File: src/rtl/sat_step_counter_if.sv
// -----------------------------------------------------------------------------
// sat_step_counter_if
// Groups the button inputs and counter outputs of sat_step_counter.
//   BTN_UP / BTN_DN : raw push-buttons, active-high, asynchronous to the clock
//   Q               : registered count, WIDTH bits
//   AT_MAX / AT_MIN : Q at the upper / lower saturation limit
//   STEP / SAT      : one-cycle pulses for a taken / blocked step
// master: the side that presses the buttons and observes the count.
// slave : the counter itself.
// -----------------------------------------------------------------------------
interface sat_step_counter_if #(
    parameter int WIDTH = 4
);
    logic             BTN_UP;
    logic             BTN_DN;
    logic [WIDTH-1:0] Q;
    logic             AT_MAX;
    logic             AT_MIN;
    logic             STEP;
    logic             SAT;

    modport master (
        output BTN_UP, BTN_DN,
        input  Q, AT_MAX, AT_MIN, STEP, SAT
    );

    modport slave (
        input  BTN_UP, BTN_DN,
        output Q, AT_MAX, AT_MIN, STEP, SAT
    );
endinterface

File: src/rtl/sat_step_counter.sv
// -----------------------------------------------------------------------------
// sat_step_counter
// Up/down saturating counter driven by two raw push-buttons. Each button is
// synchronised (2 FFs), debounced, edge-detected and turned into one-cycle
// step requests, with auto-repeat while a single button stays held.
// Ports:
//   CLK     : system clock, rising edge
//   N_RESET : asynchronous active-low reset
//   bus     : sat_step_counter_if.slave (BTN_UP, BTN_DN in; Q, AT_MAX,
//             AT_MIN, STEP, SAT out)
// -----------------------------------------------------------------------------
module sat_step_counter #(
    parameter int               WIDTH         = 4,
    parameter int               DEBOUNCE      = 4,
    parameter int               REPEAT_DELAY  = 16,
    parameter int               REPEAT_PERIOD = 8,
    parameter logic [WIDTH-1:0] RESET_VALUE   = {WIDTH{1'b0}}
) (
    input logic               CLK,
    input logic               N_RESET,
    sat_step_counter_if.slave bus
);

    localparam int DB_W = (DEBOUNCE > 1) ? $clog2(DEBOUNCE) : 1;
    localparam int TM_W = $clog2(REPEAT_DELAY);

    localparam logic [DB_W-1:0]  DB_ZERO   = {DB_W{1'b0}};
    localparam logic [DB_W-1:0]  DB_ONE    = DB_W'(1'b1);
    localparam logic [DB_W-1:0]  DB_LAST   = DB_W'(DEBOUNCE - 1);
    localparam logic [TM_W-1:0]  TM_ZERO   = {TM_W{1'b0}};
    localparam logic [TM_W-1:0]  TM_ONE    = TM_W'(1'b1);
    localparam logic [TM_W-1:0]  TM_FIRE   = TM_W'(REPEAT_DELAY - 1);
    localparam logic [TM_W-1:0]  TM_RELOAD = TM_W'(REPEAT_DELAY - REPEAT_PERIOD);
    localparam logic [WIDTH-1:0] Q_MAX     = {WIDTH{1'b1}};
    localparam logic [WIDTH-1:0] Q_MIN     = {WIDTH{1'b0}};
    localparam logic [WIDTH-1:0] Q_ONE     = WIDTH'(1'b1);

    typedef enum logic [1:0] {
        ARM_IDLE = 2'b00,
        ARM_UP   = 2'b01,
        ARM_DN   = 2'b10
    } arm_e;

    // Returns {db_next, cnt_next}: db only follows s after DEBOUNCE
    // consecutive cycles of disagreement; any agreement clears the count.
    function automatic logic [DB_W:0] debounce_next(
        input logic            s,
        input logic            db,
        input logic [DB_W-1:0] cnt
    );
        logic [DB_W:0] r;
        if (s == db) begin
            r = {db, DB_ZERO};
        end else if (cnt == DB_LAST) begin
            r = {s, DB_ZERO};
        end else begin
            r = {db, cnt + DB_ONE};
        end
        return r;
    endfunction

    logic            up_meta_q, up_sync_q, dn_meta_q, dn_sync_q;
    logic [DB_W-1:0] up_cnt_q, up_cnt_d, dn_cnt_q, dn_cnt_d;
    logic            up_db_q, up_db_d, dn_db_q, dn_db_d;
    logic            up_db_dly_q, dn_db_dly_q;
    logic            press_up_s, press_dn_s;
    arm_e            arm_q, arm_d;
    logic [TM_W-1:0] tmr_q, tmr_d;
    logic            req_up_s, req_dn_s;
    logic [WIDTH-1:0] q_q, q_d;
    logic            step_q, step_d, sat_q, sat_d;
    logic            at_max_s, at_min_s;

    // Debounce next-state for both buttons.
    always_comb begin
        {up_db_d, up_cnt_d} = debounce_next(up_sync_q, up_db_q, up_cnt_q);
        {dn_db_d, dn_cnt_d} = debounce_next(dn_sync_q, dn_db_q, dn_cnt_q);
    end

    assign press_up_s = up_db_q & ~up_db_dly_q;
    assign press_dn_s = dn_db_q & ~dn_db_dly_q;

    // Synchroniser, debounce and edge-detect registers.
    always_ff @(posedge CLK or negedge N_RESET) begin
        if (!N_RESET) begin
            up_meta_q   <= 1'b0;
            up_sync_q   <= 1'b0;
            dn_meta_q   <= 1'b0;
            dn_sync_q   <= 1'b0;
            up_cnt_q    <= DB_ZERO;
            dn_cnt_q    <= DB_ZERO;
            up_db_q     <= 1'b0;
            dn_db_q     <= 1'b0;
            up_db_dly_q <= 1'b0;
            dn_db_dly_q <= 1'b0;
        end else begin
            up_meta_q   <= bus.BTN_UP;
            up_sync_q   <= up_meta_q;
            dn_meta_q   <= bus.BTN_DN;
            dn_sync_q   <= dn_meta_q;
            up_cnt_q    <= up_cnt_d;
            dn_cnt_q    <= dn_cnt_d;
            up_db_q     <= up_db_d;
            dn_db_q     <= dn_db_d;
            up_db_dly_q <= up_db_q;
            dn_db_dly_q <= dn_db_q;
        end
    end

    // Step request generation: initial press, both-held lockout, auto-repeat.
    always_comb begin
        arm_d    = arm_q;
        tmr_d    = tmr_q;
        req_up_s = 1'b0;
        req_dn_s = 1'b0;
        if (press_up_s && !dn_db_q) begin
            req_up_s = 1'b1;
            arm_d    = ARM_UP;
            tmr_d    = TM_ZERO;
        end else if (press_dn_s && !up_db_q) begin
            req_dn_s = 1'b1;
            arm_d    = ARM_DN;
            tmr_d    = TM_ZERO;
        end else if (up_db_q && dn_db_q) begin
            // Both held: a fresh press of the other button is swallowed and
            // repeat stays off until a new clean rising edge.
            arm_d = ARM_IDLE;
            tmr_d = TM_ZERO;
        end else begin
            case (arm_q)
                ARM_UP: begin
                    if (up_db_q) begin
                        if (tmr_q == TM_FIRE) begin
                            req_up_s = 1'b1;
                            tmr_d    = TM_RELOAD;
                        end else begin
                            tmr_d = tmr_q + TM_ONE;
                        end
                    end else begin
                        arm_d = ARM_IDLE;
                        tmr_d = TM_ZERO;
                    end
                end
                ARM_DN: begin
                    if (dn_db_q) begin
                        if (tmr_q == TM_FIRE) begin
                            req_dn_s = 1'b1;
                            tmr_d    = TM_RELOAD;
                        end else begin
                            tmr_d = tmr_q + TM_ONE;
                        end
                    end else begin
                        arm_d = ARM_IDLE;
                        tmr_d = TM_ZERO;
                    end
                end
                default: begin
                    arm_d = ARM_IDLE;
                    tmr_d = TM_ZERO;
                end
            endcase
        end
    end

    // Repeat arm state and timer.
    always_ff @(posedge CLK or negedge N_RESET) begin
        if (!N_RESET) begin
            arm_q <= ARM_IDLE;
            tmr_q <= TM_ZERO;
        end else begin
            arm_q <= arm_d;
            tmr_q <= tmr_d;
        end
    end

    assign at_max_s = (q_q == Q_MAX);
    assign at_min_s = (q_q == Q_MIN);

    // Saturating update: the limit is tested before the add/subtract.
    always_comb begin
        q_d    = q_q;
        step_d = 1'b0;
        sat_d  = 1'b0;
        if (req_up_s) begin
            if (!at_max_s) begin
                q_d    = q_q + Q_ONE;
                step_d = 1'b1;
            end else begin
                sat_d = 1'b1;
            end
        end else if (req_dn_s) begin
            if (!at_min_s) begin
                q_d    = q_q - Q_ONE;
                step_d = 1'b1;
            end else begin
                sat_d = 1'b1;
            end
        end else begin
            q_d = q_q;
        end
    end

    // Count and pulse registers.
    always_ff @(posedge CLK or negedge N_RESET) begin
        if (!N_RESET) begin
            q_q    <= RESET_VALUE;
            step_q <= 1'b0;
            sat_q  <= 1'b0;
        end else begin
            q_q    <= q_d;
            step_q <= step_d;
            sat_q  <= sat_d;
        end
    end

    assign bus.Q      = q_q;
    assign bus.AT_MAX = at_max_s;
    assign bus.AT_MIN = at_min_s;
    assign bus.STEP   = step_q;
    assign bus.SAT    = sat_q;

endmodule

File: src/flat_wrapper.sv
// flat-port wrapper written by rule: the top's interface ports become plain ports
module sat_step_counter_flat 
#(
    parameter int               WIDTH         = 4,
    parameter int               DEBOUNCE      = 4,
    parameter int               REPEAT_DELAY  = 16,
    parameter int               REPEAT_PERIOD = 8,
    parameter logic [WIDTH-1:0] RESET_VALUE   = {WIDTH{1'b0}}
)
  (CLK, N_RESET, bus_BTN_UP, bus_BTN_DN, bus_Q, bus_AT_MAX, bus_AT_MIN, bus_STEP, bus_SAT);
  sat_step_counter_if #(.WIDTH(WIDTH)) bus_i ();
  input logic CLK;
  input logic N_RESET;
  input wire logic [$bits(bus_i.BTN_UP)-1:0] bus_BTN_UP;
  input wire logic [$bits(bus_i.BTN_DN)-1:0] bus_BTN_DN;
  output wire logic [$bits(bus_i.Q)-1:0] bus_Q;
  output wire logic [$bits(bus_i.AT_MAX)-1:0] bus_AT_MAX;
  output wire logic [$bits(bus_i.AT_MIN)-1:0] bus_AT_MIN;
  output wire logic [$bits(bus_i.STEP)-1:0] bus_STEP;
  output wire logic [$bits(bus_i.SAT)-1:0] bus_SAT;
  assign bus_i.BTN_UP = bus_BTN_UP;
  assign bus_i.BTN_DN = bus_BTN_DN;
  assign bus_Q = bus_i.Q;
  assign bus_AT_MAX = bus_i.AT_MAX;
  assign bus_AT_MIN = bus_i.AT_MIN;
  assign bus_STEP = bus_i.STEP;
  assign bus_SAT = bus_i.SAT;
  sat_step_counter #(.WIDTH(WIDTH), .DEBOUNCE(DEBOUNCE), .REPEAT_DELAY(REPEAT_DELAY), .REPEAT_PERIOD(REPEAT_PERIOD), .RESET_VALUE(RESET_VALUE)) u_core (.CLK(CLK), .N_RESET(N_RESET), .bus(bus_i));
endmodule
File: config.mk
export PLATFORM = sky130hd
export DESIGN_NAME = sat_step_counter_flat
export DESIGN_NICKNAME = d
export VERILOG_FILES = /design/src/rtl/sat_step_counter_if.sv /design/src/rtl/sat_step_counter.sv /design/src/flat_wrapper.sv
export SDC_FILE = /design/constraint.sdc
export NUM_CORES = 1
export LEC_CHECK = 0
export CAP_MARGIN = 5
export CORE_MARGIN = 5
export CORE_UTILIZATION = 53
export DETAILED_ROUTE_END_ITERATION = 10
export PLACE_DENSITY = 0.76
export SYNTH_ARGS = -nofsm -noshare
export SYNTH_HDL_FRONTEND = slang
export SYNTH_SLANG_ARGS = --single-unit
File: constraint.sdc
create_clock -name CLK -period 2.65 [get_ports CLK]
set_input_delay 0.53 -clock CLK [delete_from_list [all_inputs] [get_ports CLK]]
set_output_delay 0.53 -clock CLK [all_outputs]
set_load 0.005 [all_outputs]
==> flow_summary.json, run 1 <==
{
  "final_nets": 114,
  "cts_htree_levels": 1,
  "final_antenna_net_count": 0,
  "place_inst": 126,
  "post-route-period-util_pct": 89.98,
  "fillers": 174,
  "start_util_pct": 55.48,
  "ios": 12,
  "synthMostInstantiatedCell": "dfrtp_1",
  "clock-sinks": 24,
  "cts_buffers": 3,
  "ys_seq_area_share_pct": 55.17,
  "drc": 0,
  "cts_hold_buf": 0,
  "grt_usage_pct": 12.99,
  "tightest_slew_ns": 0.3317,
  "synthTopCellsByCount": "dfrtp_1 (24), ha_1 (6), inv_1 (6)",
  "hp-class": "reg2reg",
  "synth.distinct_cells": 31,
  "timing.hold.ws_ns": 0.3610,
  "start_kind": "register",
  "synth_area_per_cell_sq_um": 12.37,
  "arrival_ns": 2.59,
  "synth_cells": 88,
  "routed_wl_um": 1800,
  "rsz0062_at_grt": "false",
  "crit_type": "reg2reg",
  "cts_tree": "done",
  "synth_warnings": 0,
  "synth_nets": 98,
  "grt_pass1_wl_um": 3174,
  "cp_max_fo": 5,
  "leakagePower_uw": 0.0005475,
  "synth_edf_count": 0,
  "overflow": 0,
  "instances_no_fill": 129,
  "drt_first_iter_violations": 11,
  "yosysTopAreaCell": "dfrtp_1",
  "die_x_um": 55.32,
  "setup_viol": 0,
  "core_area_sq_um": 1962,
  "cp.required_ns": 2.86,
  "routedWlPerCell_um": 13.95,
  "clock_path_buffers": 2,
  "first_pass_iters": 4,
  "clkLatencyLatePin_ns": 0.31,
  "period_needed_ns": 2.384,
  "critPathMaxStageDelay_ns": 0.42,
  "critPathSlowestCell": "dfrtp_1",
  "maxSlewHeadroom_pct": 77.89,
  "finalHoldViolCount": 0,
  "status": "completed",
  "via_count": 719,
  "detailed_place_hpwl_um": 1359,
  "synth_area_sq_um": 1089,
  "synth.area.top_cells": "dfrtp_1 (55%), ha_1 (6.9%), xnor2_1 (4.0%), mux2_2 (3.1%), a211oi_2 (2.3%)",
  "grt_pass1_vias": 731,
  "grt_max_degree": 25,
  "area_growth_pct": 15.86,
  "place_area_sq_um": 1235,
  "dieArea_sq_um": 3060,
  "power_density_nw_per_um2": 999.9,
  "synth_seq_cells": 24,
  "rows": 16,
  "diodes": 0,
  "worstPathCellList": "ha_1, nand4_2, a21oi_2, xnor2_1, ha_1, or3b_1, mux2i_1, o221ai_1, a21boi_1",
  "synthArstFlopShare_pct": 100.0,
  "place_congestion": 0.6911,
  "drive_above_1_share_pct": 14.71,
  "root_buffer": "clkbuf_4",
  "postLayoutCellArea_sq_um": 1261,
  "path_clk_slew_ns": 0.12,
  "skew_ns": 0.003989,
  "slew_viol_final": 0,
  "dieHeight_um": 55.32,
  "synth_top_area_share_pct": 55.17,
  "end_kind": "register",
  "vdd_drop_max_mv": 0.6594,
  "fmax_ghz": 0.4194,
  "path_buf_inv": 0,
  "antenna_found_initial": 0,
  "crit_top_cell": "ha_1",
  "drv_cap": 0,
  "portBuffers": 11,
  "synth_flop_cell": "dfrtp_1",
  "viasPerCell": 5.574,
  "critical_path.top_delay_family": "adder cells",
  "finalSetupTns_ns": 0
}
[metal layers]
metal  vias to the layer above  global-route usage [%]  share of wire (%)
met5                         -                       0                  0
met4                         0                   7.639                3.1
met3                         7                   3.030                2.8
met2                        11                   21.28                 51
met1                       356                   15.41                 43
li1                        345                       -                  -
[registers in the layout, summed over array words and instances, names as in the netlist]
| signal | cells |
|---|---|
| u_core.bus.Q | 4 |
| u_core.tmr_q | 4 |
| u_core.arm_q | 2 |
| u_core.dn_cnt_q | 2 |
| u_core.up_cnt_q | 2 |
| u_core.bus.SAT | 1 |
| u_core.bus.STEP | 1 |
| u_core.dn_db_dly_q | 1 |
| u_core.dn_db_q | 1 |
| u_core.dn_meta_q | 1 |
| u_core.dn_sync_q | 1 |
| u_core.up_db_dly_q | 1 |
| u_core.up_db_q | 1 |
| u_core.up_meta_q | 1 |
| u_core.up_sync_q | 1 |
[path summary, 6_finish.rpt]
| path | from | end | slack [ns] | cells after the start |
|---|---|---|---|---|
| worst min register to register | u_core.up_meta_q | u_core.up_sync_q | 0.36 | 0 |
| worst max-delay path | u_core.tmr_q[0] | u_core.bus.Q[2] | 0.27 | 9 |
| worst max register to register | u_core.tmr_q[0] | u_core.bus.Q[2] | 0.27 | 9 |
| max in group asynchronous | N_RESET | u_core.up_meta_q | 1.86 | 2 |
| worst min-delay path | u_core.up_meta_q | u_core.up_sync_q | 0.36 | 0 |
| min in group asynchronous | N_RESET | u_core.tmr_q[0] | 0.56 | 2 |
[timing repair]
action | 4_1_cts | 5_1_grt
gates resized for setup | 0 | 1
endpoints found under the setup margin | 0 | 1
hold endpoints to repair | 0 | 0
buffers inserted | 0 | 0
[layout make-up]
class	count	area (sq um)	area share, %
timing repair buffer	12	117.6	9.325
clock buffer	3	22.52	1.786
tap	27	33.78	2.679
inverter	6	22.52	1.786
sequential	24	600.6	47.62
multi-input combinational	57	464.2	36.81
[per-stage QoR]
stage,setup WS [ns],util (%),power (uW)
after detailed placement,0.2179,62.95,1112
final,0.2656,64.29,1261
after CTS,0.1922,64.09,1270
after global routing,0.08301,64.29,1358
after floorplan,0.4635,-,936.5
after global placement,0.3064,62.95,1088
[where the power goes]
part / internal, uW / switching [uW]
clock: 53.1 / 101
sequential: 475 / 137
combinational: 286 / 209
[placed cells by master, fill, tap and decap left out, types with 2 or more instances in the layout]
| cell type | count |
|---|---|
| dfrtp_1 | 24 |
| clkdlybuf4s50_1 | 11 |
| inv_1 | 6 |
| ha_1 | 6 |
| xnor2_1 | 5 |
| nand2_1 | 4 |
| nand2b_1 | 3 |
| o22ai_1 | 3 |
| nor2_1 | 3 |
| nor3_1 | 3 |
| nor2b_1 | 3 |
| mux2_2 | 3 |
| clkbuf_4 | 3 |
| nor3b_1 | 2 |
| a31oi_1 | 2 |
| a211oi_2 | 2 |
| o21ai_0 | 2 |
[kinds of logic (layout without fill, tap and decap cells)]
kind of cell	Yosys count	count (layout)	share of synthesized area [%]
buffers and inverters	7	21	2.528
XOR/XNOR	5	5	4.023
multiplexers	5	5	5.402
flip-flops	24	24	55.17
AND/OR/NAND/NOR	26	26	15.86
adder cells (fa/ha/maj)	6	6	6.896
AO/OA/AOI/OAI	15	15	10.12
Note: power is estimated with default switching activity, not from simulation.
==> run 2, diff against run 1 <==
--- a/config.mk
+++ b/config.mk
@@ -6,10 +6,11 @@
 export NUM_CORES = 1
 export LEC_CHECK = 0
 export CAP_MARGIN = 5
-export CORE_MARGIN = 5
+export CORE_MARGIN = 1
 export CORE_UTILIZATION = 53
 export DETAILED_ROUTE_END_ITERATION = 10
 export PLACE_DENSITY = 0.76
+export SETUP_SLACK_MARGIN = 0.1
 export SYNTH_ARGS = -nofsm -noshare
 export SYNTH_HDL_FRONTEND = slang
 export SYNTH_SLANG_ARGS = --single-unit
==> run 2 against run 1 <==
Compared with the run above: cell area rose by 0.79%; sequential share of layout area is 0.37 points lower; routed wire length is 0.61% higher; final cell count is the same; critical endpoint unchanged.
==> flow_summary.json, run 2 (synthesized netlist as in run 1, its figures left out) <==
{
  "status": "completed",
  "cp_max_fo": 4,
  "cts_tree": "done",
  "multi_input_area_sq_um": 474.2,
  "start_util_pct": 56.06,
  "first_pass_iters": 4,
  "skew_ns": 0.002386,
  "place_congestion": 0.7587,
  "fillers": 162,
  "drc": 0,
  "cts_buffers": 3,
  "cp.required_ns": 2.84,
  "viasPerCell": 5.605,
  "r2r_end": "u_core.bus.Q[2]",
  "root_buffer": "clkbuf_4",
  "grt_max_degree": 25,
  "arrival_ns": 2.60,
  "tightest_slew_ns": 0.3627,
  "drt_first_iter_violations": 12,
  "via_count": 723,
  "diodes": 0,
  "post-place-ws_ns": 0.06371,
  "clock_path_buffers": 2,
  "crit_type": "reg2reg",
  "path_clk_slew_ns": 0.12,
  "finalHoldViolCount": 0,
  "routedWlPerCell_um": 14.04,
  "layout_common_cells": "dfrtp_1 (24), clkdlybuf4s50_1 (11), inv_1 (6), xnor2_1 (5), ha_1 (5)",
  "ios": 12,
  "slew_viol_final": 0,
  "setup_viol": 0,
  "rr_startpoint": "u_core.arm_q[1]",
  "rsz0062_at_grt": "false",
  "end_kind": "register",
  "leakagePower_uw": 0.0005455,
  "p_seq_share_pct": 48.3,
  "drive_above_1_share_pct": 15.69,
  "final_nets": 114,
  "clkLatencyLatePin_ns": 0.30,
  "final-seq-area_sq_um": 600.6,
  "sw_frac_of_total_pct": 36.35,
  "vdd_drop_max_mv": 0.7293,
  "cts_htree_levels": 1,
  "die_x_um": 47.32,
  "overflow": 0,
  "r2r_slack_ns": 0.24,
  "core_area_sq_um": 1942,
  "fin_ws_ns": 0.2359,
  "maxSlewHeadroom_pct": 75.82,
  "routed_wl_um": 1811,
  "rows": 16,
  "finalSetupTns_ns": 0,
  "grt_pass1_wl_um": 2849,
  "hp-class": "reg2reg",
  "power_frac_clock_pct": 11.7,
  "antenna_found_initial": 0,
  "p_int_uw": 818.2,
  "final_antenna_net_count": 0,
  "portBuffers": 11,
  "period_needed_ns": 2.414,
  "hold_path_depth": 0,
  "cts_setup_buffers": 0,
  "power_density_nw_per_um2": 1011,
  "start_kind": "register",
  "dieHeight_um": 47.32,
  "cp-endpoint": "u_core.bus.Q[2]",
  "drv_cap": 0,
  "clock-sinks": 24,
  "post-route-period-util_pct": 91.10,
  "final_common_cell": "dfrtp_1",
  "grt_pass1_vias": 679,
  "cts_hold_buf": 0,
  "switching_power_uw": 467.2,
  "fmax_ghz": 0.4142,
  "critPathLaunch": "u_core.arm_q[1]",
  "dieArea_sq_um": 2239,
  "rr_worst_depth": 10,
  "detailed_place_hpwl_um": 1412,
  "grt_usage_pct": 18.58,
  "combPwrFrac_pct": 40.0,
  "area_growth_pct": 16.78
}
-- run 2: cell counts in the layout (fill, tap and decap cells not counted) --
No cell type changed its count.
-- run 2: power by group through the flow --
stage          clock, uW  sequential [uW]  combinational (uW)
2_1_floorplan          0              578                 359
6_report             151              621                 514
5_1_grt              168              640                 580
3_3_place_gp           0              610                 478
3_5_place_dp           0              623                 507
4_1_cts              156              616                 514
-- run 2: per-stage QoR --
| stage | utilization, % | power [uW] | instances | instance area (sq um) | hold WS, ns |
|---|---|---|---|---|---|
| 2_1_floorplan | - | 936.5 | 88 | 1089 | 0.2344 |
| 3_3_place_gp | 63.60 | 1088 | 126 | 1235 | 0.3319 |
| 3_5_place_dp | 63.60 | 1130 | 126 | 1235 | 0.3371 |
| 4_1_cts | 64.95 | 1286 | 129 | 1261 | 0.3666 |
| 5_1_grt | 65.46 | 1388 | 129 | 1271 | 0.3855 |
| 6_report | 65.46 | 1285 | 129 | 1271 | 0.3632 |
-- run 2: routing by layer --
| metal | up-vias | global-route usage [%] | share of wire [%] |
|---|---|---|---|
| li1 | 342 | - | - |
| met1 | 364 | 24.57 | 44 |
| met2 | 15 | 30.96 | 53 |
| met3 | 2 | 2.692 | 2.5 |
| met4 | 0 | 6.857 | 0.50 |
| met5 | - | 0 | 0 |
-- run 2: how the worst min path moves through the flow --
stage	endpoint	slack [ns]	start
after floorplan	u_core.arm_q[0]	0.23	N_RESET
after global placement	u_core.dn_sync_q	0.33	u_core.dn_meta_q
after detailed placement	u_core.up_sync_q	0.34	u_core.up_meta_q
after CTS	u_core.dn_sync_q	0.37	u_core.dn_meta_q
after global routing	u_core.dn_sync_q	0.39	u_core.dn_meta_q
final	u_core.dn_sync_q	0.36	u_core.dn_meta_q
-- run 2: layout make-up --
type	instances	share of cell area (%)
Inverter	6	1.772
Multi-Input combinational cell	57	37.30
Tap cell	27	2.657
Sequential cell	24	47.24
Clock buffer	3	1.772
Timing Repair Buffer	12	9.252
-- run 2: timing repair --
action                                 in CTS  in global routing
endpoints found under the hold margin       0                  0
pin swaps                                   0                  0
gates resized for setup                     1                  2
setup endpoints to repair                   1                  1
-- run 2: critical path, cell delays in order, from the launching register on --
cell,delay [ns]
dfrtp_1,0.42
inv_1,0.06
ha_1,0.17
nand4_2,0.19
a21oi_4,0.24
xnor2_1,0.09
ha_1,0.23
or3b_1,0.37
mux2i_1,0.23
o221ai_1,0.16
a21boi_1,0.16
==> run 3, diff against run 2 <==
--- a/config.mk
+++ b/config.mk
@@ -6,7 +6,7 @@
 export NUM_CORES = 1
 export LEC_CHECK = 0
 export CAP_MARGIN = 5
-export CORE_MARGIN = 1
+export CORE_MARGIN = 4
 export CORE_UTILIZATION = 53
 export DETAILED_ROUTE_END_ITERATION = 10
 export PLACE_DENSITY = 0.76
==> run 3 against run 2 <==
Compared with the run above: sequential power decreased by 1%; routed wire length is 0.77% lower; non-clock buffer count unchanged; count of clock-buffer cells in the layout is 1 higher; combinational power fell by 1%; first-iteration DRC count is 8.3% lower; global-route usage is 2.6 points lower; largest power group unchanged; fmax rose by 1.1%; critical endpoint unchanged; core utilization down 0.48 points.
==> flow_summary.json, run 3 (synthesized netlist as in run 1, its figures left out) <==
{
  "rr_startpoint": "u_core.tmr_q[0]",
  "place_inst": 126,
  "cp_max_fo": 5,
  "routedWlPerCell_um": 13.82,
  "place_congestion": 0.7255,
  "vdd_drop_max_mv": 0.6039,
  "cp.required_ns": 2.86,
  "drive_above_1_share_pct": 15.53,
  "first_pass_iters": 4,
  "top_layer": "met4",
  "slew_viol_final": 0,
  "core_area_sq_um": 1962,
  "area_growth_pct": 17.13,
  "timing.hold.ws_ns": 0.3638,
  "final_common_cell": "dfrtp_1",
  "portBuffers": 11,
  "die_x_um": 53.32,
  "via_count": 719,
  "fin_ws_ns": 0.2625,
  "arrival_ns": 2.59,
  "cts_hold_buf": 0,
  "crit_top_cell": "ha_1",
  "drt_first_iter_violations": 11,
  "post-place-ws_ns": 0.2112,
  "skew_ns": 0.005916,
  "hp-class": "reg2reg",
  "wl_met2_um": 927,
  "start_kind": "register",
  "instances_no_fill": 130,
  "leakagePower_uw": 0.0005547,
  "final_antenna_net_count": 0,
  "r2r_slack_ns": 0.26,
  "clock_path_buffers": 2,
  "cts_tree": "done",
  "min_to": "u_core.up_sync_q",
  "r2r_end": "u_core.bus.Q[2]",
  "grt_usage_pct": 16.03,
  "antenna_found_initial": 0,
  "wl_met1_um": 772,
  "period_needed_ns": 2.388,
  "worstPathCellList": "ha_1, nand4_2, a21oi_2, xnor2_1, ha_1, or3b_1, mux2i_1, o221ai_1, a21boi_1",
  "cts.repair.resized": 0,
  "dieArea_sq_um": 2843,
  "overflow": 0,
  "clock-sinks": 24,
  "ios": 12,
  "finalHoldViolCount": 0,
  "setup_viol": 0,
  "status": "completed",
  "drv_cap": 0,
  "maxSlewHeadroom_pct": 77.42,
  "finalSetupTns_ns": 0,
  "post-route-period-util_pct": 90.10,
  "rsz0062_at_grt": "false",
  "critPathMaxStageDelay_ns": 0.41,
  "min_from": "u_core.up_meta_q",
  "postLayoutCoreUtil_pct": 64.99,
  "layout_common_cells": "dfrtp_1 (24), clkdlybuf4s50_1 (11), inv_1 (6), ha_1 (6), xnor2_1 (5)",
  "critPathLaunch": "u_core.tmr_q[0]",
  "routed_wl_um": 1797,
  "rr_worst_depth": 9,
  "final_nets": 114,
  "dieHeight_um": 53.32,
  "fmax_ghz": 0.4188,
  "power_density_nw_per_um2": 1027,
  "crit_type": "reg2reg",
  "cts_htree_levels": 1,
  "cts_setup_buffers": 0,
  "end_kind": "register",
  "hold_path_depth": 0,
  "start_util_pct": 55.48,
  "path_clk_slew_ns": 0.13,
  "grt_pass1_wl_um": 3208,
  "cts_buffers": 3,
  "wl_met3_um": 61,
  "clkLatencyLatePin_ns": 0.31,
  "grt_pass1_vias": 764,
  "viasPerCell": 5.531,
  "grt_max_degree": 25,
  "rows": 16,
  "critPathSlowestCell": "dfrtp_1",
  "diodes": 0,
  "root_buffer": "clkbuf_4",
  "tightest_slew_ns": 0.3388,
  "drc": 0,
  "detailed_place_hpwl_um": 1354
}
==> run 3: changes by cell type in the layout (fill, tap and decap cells not counted) <==
cell,before,now
ha_1,5,6
clkbuf_8,0,1
a21oi_4,1,0
a21oi_2,0,1
ha_2,1,0
==> run 3: power breakdown <==
group          internal [uW]  switching [uW]
combinational            289             217
sequential               475             141
clock                   83.9             104
==> run 3: worst max-delay path by stage <==
stage	depth (start not counted)	slack (ns)	to
2_1_floorplan	9	0.46	u_core.bus.Q[2]
3_3_place_gp	10	0.35	u_core.bus.Q[2]
3_5_place_dp	9	0.21	u_core.bus.Q[2]
4_1_cts	9	0.18	u_core.bus.Q[2]
5_1_grt	9	0.12	u_core.bus.Q[2]
6_report	9	0.26	u_core.bus.Q[2]
==> run 3: through the flow <==
step / instance area, sq um / total power [uW]
after floorplan: 1089 / 936.5
after global placement: 1235 / 1089
after detailed placement: 1235 / 1122
after CTS: 1271 / 1321
after global routing: 1275 / 1406
final: 1275 / 1310
==> run 3: metal layers <==
metal	track usage (%)	vias to the layer above
met5	0	-
met4	8.936	0
met3	3.662	4
met2	28.57	14
met1	17.09	352
li1	-	349
==> run 3: cell type report <==
type / instances / area [sq um]
fill: 174 / 686.9
sequential: 24 / 600.6
multi-input combinational: 57 / 464.2
timing repair buffer: 12 / 117.6
clock buffer: 4 / 36.28
tap: 27 / 33.78
inverter: 6 / 22.52
==> run 3: critical path: cells and delay by family (launching register included) <==
family	cells	cell delay, ns
fa+ha+maj	2	0.52
compound gates	3	0.53
xor+xnor	1	0.10
mux	1	0.19
flops	1	0.41
simple gates	2	0.52
==> edit, RTL diff (config.mk and constraints of run 2) <==
`REPEAT_PERIOD` is set to 8 in 2 places; all go to 6.
--- a/src/rtl/sat_step_counter.sv
+++ b/src/rtl/sat_step_counter.sv
@@ -13,7 +13,7 @@
     parameter int               WIDTH         = 4,
     parameter int               DEBOUNCE      = 4,
     parameter int               REPEAT_DELAY  = 16,
-    parameter int               REPEAT_PERIOD = 8,
+    parameter int               REPEAT_PERIOD = 6,
     parameter logic [WIDTH-1:0] RESET_VALUE   = {WIDTH{1'b0}}
 ) (
     input logic               CLK,
--- a/src/flat_wrapper.sv
+++ b/src/flat_wrapper.sv
@@ -4,7 +4,7 @@
     parameter int               WIDTH         = 4,
     parameter int               DEBOUNCE      = 4,
     parameter int               REPEAT_DELAY  = 16,
-    parameter int               REPEAT_PERIOD = 8,
+    parameter int               REPEAT_PERIOD = 6,
     parameter logic [WIDTH-1:0] RESET_VALUE   = {WIDTH{1'b0}}
 )
   (CLK, N_RESET, bus_BTN_UP, bus_BTN_DN, bus_Q, bus_AT_MAX, bus_AT_MIN, bus_STEP, bus_SAT);
Formal check against the unedited RTL: no difference found for any inputs over 10 cycles, from zero or initial values and one cycle with N_RESET low; that may be too few to reach the edited logic, so the function may still have changed.
==> edit against run 2 <==
Sequential cell count did not move. Power rose by 2.7%. Area after synthesis fell by 3.3%. Clock power rose by 75%. Setup slack improved by 0.15 ns. Routed wire length fell by 9.9%. Die area fell by 3.2%. Cell area fell by 2.9%. Largest power group unchanged. Highest routed layer unchanged.
==> edit: results (changes against run 2) <==
[global_route]
grt_pass1_wl_um=2780  ; was 2850 um
track_usage_pct=19.3  ; was 18.6%
first_global_vias=623  ; was 679

[synth]
yosys-top-cells-count=dfrtp_1 (24), ha_1 (6), xnor2_1 (6)  ; was dfrtp_1 (24), ha_1 (6), inv_1 (6), xnor2_1 (5), nand2_1 (4)
synthMuxAreaShare_pct=3.57  ; was 5.40%
synth_fa_ha_area_share_pct=7.13  ; was 6.90%
synth_compound_area_share_pct=11.2  ; was 10.1%
seq_area_frac_synth_pct=57.1  ; was 55.2%
synth_cell_type_count=30  ; was 31
yosys-top-cells-area=dfrtp_1 (57%), ha_1 (7.1%), xnor2_1 (5.0%)  ; was dfrtp_1 (55%), ha_1 (6.9%), xnor2_1 (4.0%)
syn_nets=92  ; was 98
synth-xor-area-share_pct=4.99  ; was 4.02%

[power_and_ir_drop]
power_mw=1.32  ; was 1.29 mW
ir_drop_uv=1020  ; was 729 uV
switchingPower_uw=435  ; was 467 uW
total_leakage_power_nw=0.526  ; was 0.545 nW
p_clk_share_pct=20.1  ; was 11.7%
power_frac_comb_pct=33.7  ; was 40.0%

[sta]
worst_pin_slew_ns=0.334  ; was 0.363 ns

[setup_path]
cp_max_fo=7  ; was 4
crit_start=u_core.bus.Q[0]$_DFFE_PN0P_  ; was u_core.arm_q[1]$_DFFE_PN0P_
cp.arrival_ns=1.74  ; was 2.60 ns
reg2reg_from=u_core.tmr_q[0]$_DFF_PN0_  ; was u_core.arm_q[1]$_DFFE_PN0P_
path_delay_family=buffers and inverters  ; was simple AND/OR/NAND/NOR gates
endpoint=bus_AT_MAX  ; was u_core.bus.Q[2]$_DFFE_PN0P_
rrSetupSlack_ns=0.68  ; was 0.24 ns
cp_slowest_stage_delay_ns=0.56  ; was 0.42 ns

[routing]
wl_um=1630  ; was 1810 um
routed-via-count=626  ; was 723
drt-initial-drc-count=10  ; was 12
first_pass_iters=4  ; unchanged

[status]
outcome=finished clean  ; unchanged

[clocking]
clock_latency_ns=0.33  ; was 0.30 ns
cts_resized=0  ; was 1

[placed_design]
place_ws_ns=0.730  ; was 0.0637 ns

[layout]
fin_nets=107  ; was 114
drive_above_1_share_pct=12.5  ; was 15.7%

[worst_hold_path]
hp-start=u_core.up_meta_q$_DFF_PN0_  ; was u_core.dn_meta_q$_DFF_PN0_

## edit: how the worst min path moves through the flow
stage | end | slack, ns | cells after the start
global placement | u_core.up_sync_q$_DFF_PN0_ | 0.33 | 0
CTS | u_core.up_sync_q$_DFF_PN0_ | 0.37 | 0
floorplan | u_core.arm_q[0]$_DFFE_PN0P_ | 0.23 | 0
detailed placement | u_core.up_sync_q$_DFF_PN0_ | 0.33 | 0
finish | u_core.up_sync_q$_DFF_PN0_ | 0.36 | 0
global route | u_core.up_sync_q$_DFF_PN0_ | 0.37 | 0
## edit: through the flow
step	instances	cell area (um2)	hold WS [ns]	util (%)
detailed placement	117	1180	0.335	65.6
CTS	121	1230	0.365	68.5
global placement	117	1180	0.334	65.6
floorplan	82	1050	0.234	-
global route	121	1230	0.372	68.5
finish	121	1230	0.364	68.5
## edit: metal layers
metal / routed length (um) / track usage [%] / vias up / share of wire [%]
li1: - / - / 317 / -
met1: 741 / 23.5 / 291 / 45
met2: 789 / 31.1 / 13 / 48
met3: 63 / 5.88 / 5 / 3.9
met4: 38 / 8.82 / 0 / 2.3
met5: 0 / 0 / - / 0
## edit: final cells by class
type | instances | area [um2]
flip-flops and latches | 24 | 601
clock inverters | 1 | 30.0
repair buffers | 12 | 118
inverters | 4 | 15.0
multi-input cells | 52 | 418
clock buffers | 3 | 22.5
fillers | 153 | 567
well taps | 25 | 31.3
## edit: logic make-up after synthesis
logic type      after synthesis
flops                        24
fa+ha+maj                     6
mux                           3
simple gates                 23
compound gates               14
xor+xnor                      6
buf+inv                       6
